**config.mk**
```make
export PLATFORM = sky130hd
export DESIGN_NAME = flash_audio_streamer
export DESIGN_NICKNAME = d
export VERILOG_FILES = /design/src/rtl/flash_audio_streamer.sv
export SDC_FILE = /design/constraint.sdc
export NUM_CORES = 1
export LEC_CHECK = 0
export ABC_AREA = 1
export BUFFER_PORTS_ARGS = -buffer_cell sky130_fd_sc_hd__clkbuf_2
export CAP_MARGIN = 20
export CORE_ASPECT_RATIO = 1.5
export CORE_UTILIZATION = 35
export DETAILED_ROUTE_END_ITERATION = 6
export PLACE_DENSITY_LB_ADDON = 0.12
export SYNTH_ARGS = -nofsm -noshare
export SYNTH_HDL_FRONTEND = slang
export SYNTH_SLANG_ARGS = --single-unit
```
**constraint.sdc**
```tcl
create_clock -name clk -period 3.3 [get_ports clk]
set_input_delay 0.825 -clock clk [delete_from_list [all_inputs] [get_ports clk]]
set_output_delay 0.825 -clock clk [all_outputs]
set_load 0.01 [all_outputs]
```
**src/rtl/flash_audio_streamer.sv**
```systemverilog
// flash_audio_streamer: prefetches PCM words from Avalon flash and streams attenuated samples to a codec
module flash_audio_streamer #(
    parameter int ADDR_W      = 23,
    parameter int SAMPLE_W    = 16,
    parameter int FIFO_DEPTH  = 4,
    parameter int ATTEN_SHIFT = 6
) (
    input  logic                  clk,
    input  logic                  rst_n,
    input  logic                  start,
    input  logic                  stop,
    input  logic                  pause,
    input  logic                  loop_en,
    input  logic                  stereo,
    input  logic [ADDR_W-1:0]     start_addr,
    input  logic [ADDR_W-1:0]     end_addr,
    output logic                  flash_mem_read,
    output logic [ADDR_W-1:0]     flash_mem_address,
    input  logic                  flash_mem_waitrequest,
    input  logic [2*SAMPLE_W-1:0] flash_mem_readdata,
    input  logic                  flash_mem_readdatavalid,
    input  logic                  write_ready,
    output logic                  write_s,
    output logic [SAMPLE_W-1:0]   writedata_left,
    output logic [SAMPLE_W-1:0]   writedata_right,
    output logic                  busy,
    output logic                  done,
    output logic [23:0]           sample_count
);
    localparam int PW = $clog2(FIFO_DEPTH);

    typedef enum logic [1:0] {F_IDLE, F_REQ, F_WAIT} f_state_t;
    typedef enum logic [1:0] {S_IDLE, S_READY, S_WRITE, S_LOW} s_state_t;

    f_state_t f_state, f_next;
    s_state_t s_state, s_next;

    logic [2*SAMPLE_W-1:0] mem [FIFO_DEPTH];
    logic [PW-1:0] wr_ptr, rd_ptr;
    logic [PW:0] count;
    logic [ADDR_W-1:0] s_addr, e_addr;
    logic last_fetched, stopping, half, word_st, cur_st;
    logic push, pop, load, fin, empty, full, at_end;
    logic [SAMPLE_W-1:0] lo_a, hi_a;

    function automatic logic [SAMPLE_W-1:0] atten(input logic [SAMPLE_W-1:0] x);
        return $signed(x) >>> ATTEN_SHIFT;
    endfunction

    assign empty = count == '0;
    assign full = count == (PW+1)'(FIFO_DEPTH);
    assign at_end = flash_mem_address == e_addr;
    assign push = f_state == F_WAIT && flash_mem_readdatavalid && !stopping && !stop && !full;
    assign cur_st = half ? word_st : stereo;
    assign lo_a = atten(mem[rd_ptr][SAMPLE_W-1:0]);
    assign hi_a = atten(mem[rd_ptr][2*SAMPLE_W-1:SAMPLE_W]);
    assign load = s_state == S_READY && !stop && !empty && !pause && write_ready;
    assign fin = s_state == S_READY && !stop && empty && last_fetched && f_state == F_IDLE;
    assign pop = s_state == S_LOW && !stop && (word_st || half);
    assign flash_mem_read = f_state == F_REQ;
    assign write_s = s_state == S_WRITE;

    // state registers for both FSMs
    always_ff @(posedge clk or negedge rst_n) begin
        if (!rst_n) begin
            f_state <= F_IDLE;
            s_state <= S_IDLE;
        end else begin
            f_state <= f_next;
            s_state <= s_next;
        end
    end

    // fetch: one outstanding read at a time, only when a FIFO slot is free
    always_comb begin
        f_next = f_state;
        case (f_state)
            F_IDLE: if (busy && !stop && !stopping && !last_fetched && !full) f_next = F_REQ;
            F_REQ: if (!flash_mem_waitrequest) f_next = F_WAIT;
            F_WAIT: if (flash_mem_readdatavalid) f_next = F_IDLE;
            default: f_next = F_IDLE;
        endcase
    end

    // sink: codec write handshake, stop drops straight to idle
    always_comb begin
        s_next = s_state;
        case (s_state)
            S_IDLE: if (start && !busy) s_next = S_READY;
            S_READY: s_next = (stop || fin) ? S_IDLE : load ? S_WRITE : S_READY;
            S_WRITE: s_next = stop ? S_IDLE : !write_ready ? S_LOW : S_WRITE;
            S_LOW: s_next = stop ? S_IDLE : S_READY;
            default: s_next = S_IDLE;
        endcase
    end

    // FIFO storage needs no reset; occupancy is tracked separately
    always_ff @(posedge clk) begin
        if (push) mem[wr_ptr] <= flash_mem_readdata;
    end

    // playback control, address sequencing, FIFO pointers and sample registers
    always_ff @(posedge clk or negedge rst_n) begin
        if (!rst_n) begin
            flash_mem_address <= '0;
            s_addr <= '0;
            e_addr <= '0;
            wr_ptr <= '0;
            rd_ptr <= '0;
            count <= '0;
            busy <= 1'b0;
            done <= 1'b0;
            stopping <= 1'b0;
            last_fetched <= 1'b0;
            half <= 1'b0;
            word_st <= 1'b0;
            writedata_left <= '0;
            writedata_right <= '0;
            sample_count <= '0;
        end else begin
            done <= fin;
            if (start && !busy) begin
                s_addr <= start_addr;
                e_addr <= end_addr;
                flash_mem_address <= start_addr;
                wr_ptr <= '0;
                rd_ptr <= '0;
                count <= '0;
                sample_count <= '0;
                busy <= 1'b1;
                stopping <= 1'b0;
                last_fetched <= 1'b0;
                half <= 1'b0;
            end else if (stop && busy) begin
                stopping <= 1'b1;
                wr_ptr <= '0;
                rd_ptr <= '0;
                count <= '0;
                half <= 1'b0;
            end else begin
                if ((stopping && f_state == F_IDLE) || fin) begin
                    busy <= 1'b0;
                    stopping <= 1'b0;
                end
                if (push) begin
                    wr_ptr <= wr_ptr + 1'b1;
                    flash_mem_address <= (at_end && loop_en) ? s_addr : flash_mem_address + 1'b1;
                    if (at_end && !loop_en) last_fetched <= 1'b1;
                end
                if (push != pop) count <= push ? count + 1'b1 : count - 1'b1;
                if (pop) rd_ptr <= rd_ptr + 1'b1;
                if (load) begin
                    word_st <= cur_st;
                    writedata_left <= (cur_st || !half) ? lo_a : hi_a;
                    writedata_right <= (cur_st || half) ? hi_a : lo_a;
                end
                if (s_state == S_LOW && !stop) begin
                    half <= !word_st && !half;
                    if (sample_count != '1) sample_count <= sample_count + 1'b1;
                end
            end
        end
    end
endmodule
```
==> impl_results.md <==
- Max-cap viol count: 0
- Share of cells above drive strength 1: 0.197
- Commonest non-fill, non-tap cell in the layout: nand2_1
- Routed wire per std cell: 16.5 um
- Die ar.: 30400 um2
- GRT Total Usage: 0.196
- Worst clock skew: between 0.01 and 0.015 ns
- Fmax: 438 MHz
- Worst-Margin Slew: 0.786 ns
- CTS Buffer Depth: 3
- Via Count: 8485
- H-tree Lvls: 1
- PostCTS Resize Cnt: 0
- Post-layout power: 0.00964 W
- Total CTS buffers: 23
- Crit share post-route: 0.692
- Busiest grt layer: met2
- # port buffers: between 150 and 200
- Clk root buf: clkbuf_16
- Initial DRC Count: between 400 and 500
- Critical path's most frequent cell: nand2_1
- CP Data Required Time: 3.71 ns
- Initial antenna violation count: 1
- Clock slew at reported path FFs: around 0.06 ns
- Startpoint class of the critical path: flop
- Most frequent cells in the layout: nand2_1 (394), clkbuf_2 (157), dfrtp_1 (130)
- Crit end category: flop
- Die width: 143 um
- Nets: 1426
- Fillers: between 2000 and 3000
- Vias per cell: 4.88
- Finished Cell Area: 12400 um2
- Syn nets: around 1300
- CP cell instances: inv_1, nand2_1, nand2_1, nand2_1, nor2_1, nand2_1, nor2_4, nand3_4, buf_4, nand3_1, nand2_1, nand2_1, nand2_1
- CTS Sinks: 210
- Global route total overflow: 0
- Placed Area: 11500 um2
- Setup repair bufs after CTS: 0
- WP data arrival: 2.69 ns
- Detailed placer's ending HPWL: 20100 um
- Vias in the first global route: 8489
- Synth Cell Area: 10400 um2
- Peak supply drop: about 0.46 mV
- Residual DRC: 0
- Slew Limit Fails: 0
- Met3 Use GR: 0.0305
- CP peak stage delay: 0.49 ns
- Area of the multi-input gates: 4080 um2
- Setup-failing EPs final: 0
- Final hold vios: 0
- Worst min-delay path class: in2async
- CTS tree: built
- Largest net degree at the start of global routing: 61
- Row count: between 70 and 80
- Setup CP Type: reg2reg
- Drt pass-1 iters: 7
- Core Region: roughly 29000 um2
- Detailed-route wire length: 28600 um
- RD Place Congestion: 0.865
- CP Max Fanout: 26
- Status: finished, final reports clean
- Post-synthesis register bit count: 210
- Die Span Y: 213 um
- Critical path's slowest cell: dfrtp_1
- Antenna Cells: 0
- Post-synthesis to final-layout area growth: 19.2%
- Clk_lat worst skew: 0.51 ns
- Total negative slack: 0 ns
- First-pass GRT wire length: 45900 um
- Syn_area_per_cell: between 8 and 9 um2
- Pwr per Cell Area: 779 nW/um2
- Grt met2 use: 0.362
- FF/Latch Area: 5660 um2
- CTS Hold Bufs: 0
- Met1 usage: 0.227
- Cells after Synth: between 1000 and 1500
- Minimum clock period: about 2.3 ns
- Starting Density: 0.359
- I/O Pins: ~170
- P_leak: about 5.7 nW
- Synth unique cells: 40
- Number of routed nets with antenna violations: 0
- Register area share after synthesis: 0.545
- Synth warn: 0
- Unrepaired setup endpoints after global routing: no
- Slew margin rel.: 0.475
[cell type report]
cell class	instances	share of cell area
clock buffers	27	0.0485
inverters	81	0.0246
multi-input cells	834	0.330
repair buffers	181	0.0804
flip-flops and latches	210	0.457
well taps	390	0.0394
clock inverters	14	0.0203
[critical path, delay by kind of cell (launching register included)]
kind                   cells  cell delay [ns]
buffers and inverters      2             0.46
AND/OR/NAND/NOR           11             1.24
flip-flops                 1             0.49
[logic make-up (layout without fill, tap and decap cells)]
family,Yosys count,in the layout,share of synthesized area
compound gates,159,159,0.0981
xor+xnor,40,40,0.0338
fa+ha+maj,7,7,0.00916
buf+inv,146,303,0.0636
flops,210,210,0.545
simple gates,628,628,0.250
[registers in the layout, summed over array words and instances, names as in the netlist]
register / flops
e_addr: 23
busy: 1
wr_ptr: 2
word_st: 1
s_addr: 23
done: 1
last_fetched: 1
mem: 80
sample_count: 24
half: 1
writedata_left: 10
rd_ptr: 2
count: 3
s_state: 2
f_state: 2
stopping: 1
writedata_right: 10
flash_mem_address: 23
[cell usage after synthesis (all sizes together)]
cell | n | area [um2]
xnor2 | 18 | 158
nand3b | 1 | 7.51
dfrtp | 130 | 3250
edfxtp | 80 | 2400
or2 | 3 | 18.8
o22a | 16 | 140
o211ai | 1 | 7.51
nand4 | 23 | 144
nor2 | 129 | 519
a21o | 1 | 7.51
nand2 | 399 | 1510
a31oi | 3 | 18.8
clkbuf | 24 | 90.1
a21oi | 42 | 210
o21bai | 1 | 7.51
nor3 | 15 | 96.4
fa | 1 | 20.0
inv | 80 | 300
clkinv | 1 | 3.75
a32o | 20 | 200
nor4 | 3 | 18.8
buf | 41 | 267
o31ai | 6 | 45.0
o21ai | 67 | 369
xor2 | 22 | 193
o22ai | 2 | 12.5
ha | 6 | 75.1
nand3 | 55 | 288
[final timing paths]
kind	endpoint	cells past startpoint	from	slack, ns
setup / recovery	flash_mem_address[20]	13	flash_mem_address[14]	1.02
hold / removal	e_addr[17]	1	rst_n	0.26
setup reg to reg	flash_mem_address[20]	13	flash_mem_address[14]	1.02
hold reg to reg	s_addr[15]	2	s_addr[15]	0.48
max in group asynchronous	sample_count[22]	2	rst_n	2.31
min in group clk	s_addr[15]	2	s_addr[15]	0.48
[where the power goes]
part	switching [W]	total [W]	internal (W)
Combinational	0.00166	0.00275	0.00109
Sequential	0.000633	0.00397	0.00334
Clock	0.00106	0.00291	0.00185
Total	0.00335	0.00964	0.00629
[per-stage QoR]
step	utilization	setup slack, ns	hold slack [ns]	cells
after floorplan	-	0.789	0.443	1190
after global placement	0.399	0.923	0.461	1696
after detailed placement	0.399	0.918	0.463	1696
after CTS	0.428	0.960	0.266	1737
after global routing	0.428	0.820	0.292	1737
final	0.428	1.02	0.262	1737
[metal layers]
layer  vias up  wire length, um
met5         -               12
met3        41             1340
met4         2              710
met2       193            14900
li1       4205                -
met1      4044            11600
(Power assumes the default switching activity.)
